===== config.mk =====
export PLATFORM = sky130hd
export DESIGN_NAME = pc_sequencer
export DESIGN_NICKNAME = d
export VERILOG_FILES = /design/src/rtl/pc_sequencer_pkg.sv /design/src/rtl/pc_range_chk.sv /design/src/rtl/pc_sequencer.sv
export SDC_FILE = /design/constraint.sdc
export NUM_CORES = 1
export LEC_CHECK = 0
export BUFFER_PORTS_ARGS = -buffer_cell sky130_fd_sc_hd__buf_2
export CAP_MARGIN = 10
export CORE_UTILIZATION = 54
export DETAILED_ROUTE_END_ITERATION = 10
export PLACE_DENSITY = 0.82
export SETUP_SLACK_MARGIN = 0.2
export SLEW_MARGIN = 10
export SYNTH_ARGS = -nofsm -noshare
export SYNTH_HDL_FRONTEND = slang
export SYNTH_SLANG_ARGS = --single-unit
export TNS_END_PERCENT = 100

===== constraint.sdc =====
create_clock -name clk -period 5 [get_ports clk]
set_input_delay 0.75 -clock clk [delete_from_list [all_inputs] [get_ports clk]]
set_output_delay 0.75 -clock clk [all_outputs]
set_load 0.03 [all_outputs]

===== src/rtl/pc_sequencer_pkg.sv =====
// pc_sequencer_pkg: shared state encoding and PC constants for the fetch sequencer
package pc_sequencer_pkg;
  typedef enum logic [1:0] {
    S_RUN  = 2'd0,
    S_HOLD = 2'd1,
    S_EXC  = 2'd2
  } seq_state_t;
  localparam logic [31:0] RESET_PC_DEF   = 32'h0000_3000;
  localparam logic [31:0] HANDLER_PC_DEF = 32'h0000_4180;
  localparam logic [31:0] IMEM_LO_DEF    = 32'h0000_3000;
  localparam logic [31:0] IMEM_HI_DEF    = 32'h0000_4ffc;
endpackage


===== src/rtl/pc_range_chk.sv =====
// pc_range_chk: flags a loaded fetch address that is misaligned or outside instruction memory
module pc_range_chk
  import pc_sequencer_pkg::*;
#(
  parameter logic [31:0] LO = IMEM_LO_DEF,
  parameter logic [31:0] HI = IMEM_HI_DEF
) (
  input  logic        en,
  input  logic [31:0] addr,
  output logic        bad
);
  assign bad = en && (addr[1:0] != 2'b00 || addr < LO || addr > HI);
endmodule


===== src/rtl/pc_sequencer.sv =====
// pc_sequencer: next-PC selection with held redirects and exception entry; PC_SEQ_ALIGN_CHK_EN adds the adel fetch-address check
module pc_sequencer
  import pc_sequencer_pkg::*;
#(
  parameter logic [31:0] RESET_PC   = RESET_PC_DEF,
  parameter logic [31:0] HANDLER_PC = HANDLER_PC_DEF,
  parameter logic [31:0] IMEM_LO    = IMEM_LO_DEF,
  parameter logic [31:0] IMEM_HI    = IMEM_HI_DEF
) (
  input  logic        clk,
  input  logic        reset,
  input  logic [31:0] cur_pc,
  input  logic        stall,
  input  logic        br_take,
  input  logic [31:0] br_target,
  input  logic        int_req,
  input  logic        eret,
  input  logic [31:0] epc,
  output logic [31:0] npc,
  output logic        pc_we,
  output logic        flush_fd,
  output logic        pend,
  output logic [15:0] redirect_cnt
`ifdef PC_SEQ_ALIGN_CHK_EN
  ,
  output logic        adel
`endif
);
  seq_state_t state, state_nxt;
  logic [31:0] pend_pc, seq_pc;
  logic        pend_eret, take_int, capture;
  assign seq_pc   = cur_pc + 32'd4;
  // an exception is accepted once; the cycle spent in EXC ignores int_req
  assign take_int = int_req && state != S_EXC;
  // a redirect arriving under stall is parked; HOLD keeps the first one it caught
  assign capture  = !reset && !take_int && state != S_HOLD && stall && (eret || br_take);
  assign pend     = !reset && !take_int && state == S_HOLD;
  // state register
  always_ff @(posedge clk)
    state <= state_nxt;
  // next-state selection
  always_comb
    state_nxt = reset ? S_RUN :
                take_int ? S_EXC :
                capture ? S_HOLD :
                (state == S_HOLD && stall) ? S_HOLD : S_RUN;
  // fetch-side outputs, combinational so an unstalled redirect applies this cycle
  always_comb begin
    npc      = seq_pc;
    pc_we    = !stall;
    flush_fd = 1'b0;
    if (reset) begin
      npc      = RESET_PC;
      pc_we    = 1'b1;
      flush_fd = 1'b1;
    end else if (take_int) begin
      npc      = HANDLER_PC;
      pc_we    = 1'b1;
      flush_fd = 1'b1;
    end else if (stall) begin
      pc_we = 1'b0;
    end else if (eret) begin
      npc      = epc;
      flush_fd = 1'b1;
    end else if (br_take) begin
      npc = br_target;
    end else if (state == S_HOLD) begin
      npc      = pend_pc;
      flush_fd = pend_eret;
    end
  end
  // pending redirect target and type, dropped by reset or exception entry
  always_ff @(posedge clk)
    if (reset || take_int) begin
      pend_pc   <= '0;
      pend_eret <= 1'b0;
    end else if (capture) begin
      pend_pc   <= eret ? epc : br_target;
      pend_eret <= eret;
    end
  // saturating count of non-sequential PC loads
  always_ff @(posedge clk)
    if (reset)
      redirect_cnt <= '0;
    else if (pc_we && npc != seq_pc && redirect_cnt != 16'hFFFF)
      redirect_cnt <= redirect_cnt + 16'd1;
`ifdef PC_SEQ_ALIGN_CHK_EN
  pc_range_chk #(.LO(IMEM_LO), .HI(IMEM_HI)) u_range_chk (
    .en  (pc_we),
    .addr(npc),
    .bad (adel)
  );
`else
  logic unused_range;
  assign unused_range = ^{IMEM_LO, IMEM_HI};
`endif
endmodule

==> results.json <==
{
  "setup_tns_ns": 0,
  "synth_compound_area_share_pct": 32.15,
  "coreArea_mm2": 0.009819,
  "min_period_ns": 4.228,
  "internal_power_w": 0.0006929,
  "power_frac_comb_pct": 39.8,
  "slew_violations": 0,
  "synth_xor_area_share_pct": 5.578,
  "grt_first_pass_wirelength_mm": 29.48,
  "antenna_left": 0,
  "root_buffer": "clkbuf_8",
  "vias": 6913,
  "crit_start": "eret",
  "netlist.area_leader.share_pct": 18.58,
  "synth_ff_type": "dfxtp_1",
  "layout-drive-gt1-share_pct": 22.46,
  "hpwl_mm": 14.36,
  "syn_nets": 889,
  "drv_cap": 0,
  "max_freq_mhz": 236.5,
  "crit_arrival_ns": 4.45,
  "tightest_slew_ns": 0.9915,
  "rr_endpoint": "redirect_cnt[14]",
  "maxSlewHeadroom_pct": 33.76,
  "place.gp.congestion": 1.037,
  "syn_area_per_cell_um2": 7.000,
  "grt_max_degree": 54,
  "drc_errors": 0,
  "fillers": 932,
  "drt-pass1-iter-count": 6,
  "hp-start": "redirect_cnt[7]",
  "io_pins": 153,
  "cts_tree": "done",
  "p_clk_share_pct": 23.7,
  "path_class": "in -> reg",
  "cp_cell_sequence": "buf_2 -> clkinv_1 -> buf_4 -> o21ai_0 -> or3_1 -> mux2i_1 -> a2111oi_0 -> nand4_1 -> or3_4 -> and4bb_1 -> mux2_4",
  "fin_cells": 1037,
  "yosys.area_share.adder_pct": 0.4554,
  "die_w_um": 102.9,
  "viasPerCell": 6.666,
  "worst-path-max-fanout": 25,
  "numCtsBuffers": 5,
  "cp-start-kind": "input port",
  "die-area_mm2": 0.01058,
  "grt_usage_pct": 35.73,
  "post-place-cells": 1029,
  "synth_edf_count": 0,
  "totalWireLength_mm": 19.06,
  "drtIter0Drc": 878,
  "ctsHoldBuffers": 0,
  "setup_viol": 0,
  "area_delta_synth_final_pct": 16.19,
  "drt-wirelength-per-cell_um": 18.38,
  "report.power.total_w": 0.001170,
  "worstPathRequired_ns": 5.22,
  "hold_path_class": "reg -> reg",
  "start_util_pct": 55.96,
  "rsz0062_at_grt": "no",
  "hold_end": "redirect_cnt[7]",
  "cpPeakStageDelay_ns": 0.50,
  "grt_pass1_vias": 5739,
  "clk_latency_ns": 0.32,
  "synthCells": 785,
  "antenna_found_initial": 0,
  "synth_top_family_by_area": "compound AO/OA/AOI/OAI gates",
  "r2r_cells": 12,
  "ir_drop_uv": 143.9,
  "powerDensity_mw_per_mm2": 183.3,
  "postCtsSetupRepairBufs": 0,
  "cts_max_level": 2,
  "status": "complete, no violations",
  "min_period_over_period_pct": 84.55,
  "yosys-top-cells-area": "dfxtp_1, nor2_1, nand2_1",
  "fin_worst_hold_slack_ns": 0.5012,
  "die_y_um": 102.9,
  "ys_seq_elements": 51,
  "seqPwrFrac_pct": 36.5,
  "power.leakage_nw": 2.578,
  "cp_slowest_cell": "clkinv_1",
  "p_switching_w": 0.0004775,
  "timing.critical_path.buf_inv": 3,
  "min_path_cells": 2,
  "yosys_warnings": 0,
  "ys_seq_area_share_pct": 18.58,
  "swShare_pct": 40.80,
  "crit_family": "buffers and inverters",
  "clk_pin_slew_ns": 0.10,
  "r2r-start": "state[1]",
  "cts-resized-gates": 0,
  "synthArstFlopShare_pct": 0,
  "finalNetCount": 1007,
  "clock_path_buffers": 2,
  "synthSimpleGateAreaFrac_pct": 31.65,
  "yosys.area.top_type": "dfxtp_1",
  "antenna_cells": 0,
  "rows": 36,
  "grt.overflow.total": 0,
  "netlist_top_cells_count": "nor2_1, nand2_1, a21oi_1",
  "r2r_slack_ns": 1.01,
  "cp-end-kind": "flop",
  "synth_area_mm2": 0.005495,
  "cts_sinks": 51,
  "ys_types": 83,
  "numPortBuffers": 152,
  "synth_most_common_cell": "nor2_1",
  "finalClockSkew_ns": 0.006751,
  "finalHoldViolations": 0,
  "synth_mux_area_share_pct": 5.009
}
power groups by stage:
stage / Clock [W] / Sequential (W) / Combinational [W]
5_1_grt: 0.000297 / 0.000429 / 0.000499
6_report: 0.000278 / 0.000427 / 0.000466
2_1_floorplan: 0 / 0.000436 / 0.000293
3_3_place_gp: 0 / 0.000435 / 0.000446
3_5_place_dp: 0 / 0.000436 / 0.000450
4_1_cts: 0.000273 / 0.000426 / 0.000452
per-stage QoR:
step | setup slack (ns) | area, um2 | utilization, %
3_5_place_dp | 0.4975 | 6289 | 64.04
4_1_cts | 0.8373 | 6385 | 65.02
2_1_floorplan | 1.105 | 5495 | -
3_3_place_gp | 0.5788 | 6289 | 64.04
5_1_grt | 0.6009 | 6385 | 65.02
6_report | 0.7724 | 6385 | 65.02
how the worst max path moves through the flow:
stage,endpoint,cells after the start
after global routing,redirect_cnt[14],12
final,redirect_cnt[14],11
after floorplan,redirect_cnt[14],12
after detailed placement,redirect_cnt[14],12
after CTS,redirect_cnt[14],12
after global placement,redirect_cnt[14],12
layout by cell type, fill, tap and decap left out, drive strengths merged, types with 11 or more instances in the layout:
cell / Yosys / layout
nand2: 87 / 87
a21oi: 52 / 52
a221o: 12 / 12
nand3: 31 / 31
a311oi: 20 / 20
inv: 20 / 21
nor2: 103 / 103
o21ai: 47 / 47
dfxtp: 51 / 51
nand2b: 14 / 14
or3: 17 / 17
a31oi: 11 / 11
a211oi: 21 / 21
xnor2: 18 / 18
mux2i: 26 / 26
nand4: 18 / 18
xor2: 14 / 14
nor3: 17 / 17
buf: 32 / 170
o31ai: 13 / 13
area by class of cell:
type,instances,area [um2],share of cell area (%)
flip-flops and latches,51,1021,15.99
inverters,21,78.83,1.235
clock inverters,2,13.76,0.2156
multi-input cells,654,4126,64.63
well taps,133,166.4,2.606
clock buffers,6,82.58,1.293
repair buffers,170,895.9,14.03
state kept, by name, summed over array words and instances (netlist names):
signal,cells
pend_pc,32
state,2
pend_eret,1
redirect_cnt,16
cells by family (layout without fill, tap and decap cells):
family	Yosys count	in the layout
flip-flops	51	51
XOR/XNOR	32	32
AO/OA/AOI/OAI	251	251
buffers and inverters	80	199
adder cells (fa/ha/maj)	2	2
AND/OR/NAND/NOR	342	342
multiplexers	27	27
worst reg2reg max path, stage by stage, from the launching register on:
cell	delay, ns
dfxtp_1	0.57
nor2b_1	0.32
buf_4	0.27
nor2_1	0.13
buf_4	0.24
a221oi_1	0.10
o21ai_0	0.30
o2111ai_1	0.16
a2111oi_0	0.57
nand4_1	0.28
or3_4	0.46
and4bb_1	0.21
mux2_4	0.29
routing by layer:
layer,vias up,global-route usage [%],wire (um)
li1,3193,-,-
met1,3148,53.92,8286
met2,513,50.00,7768
met3,59,8.068,2413
met4,0,10.08,589
met5,-,0,0
(Power assumes the default switching activity.)
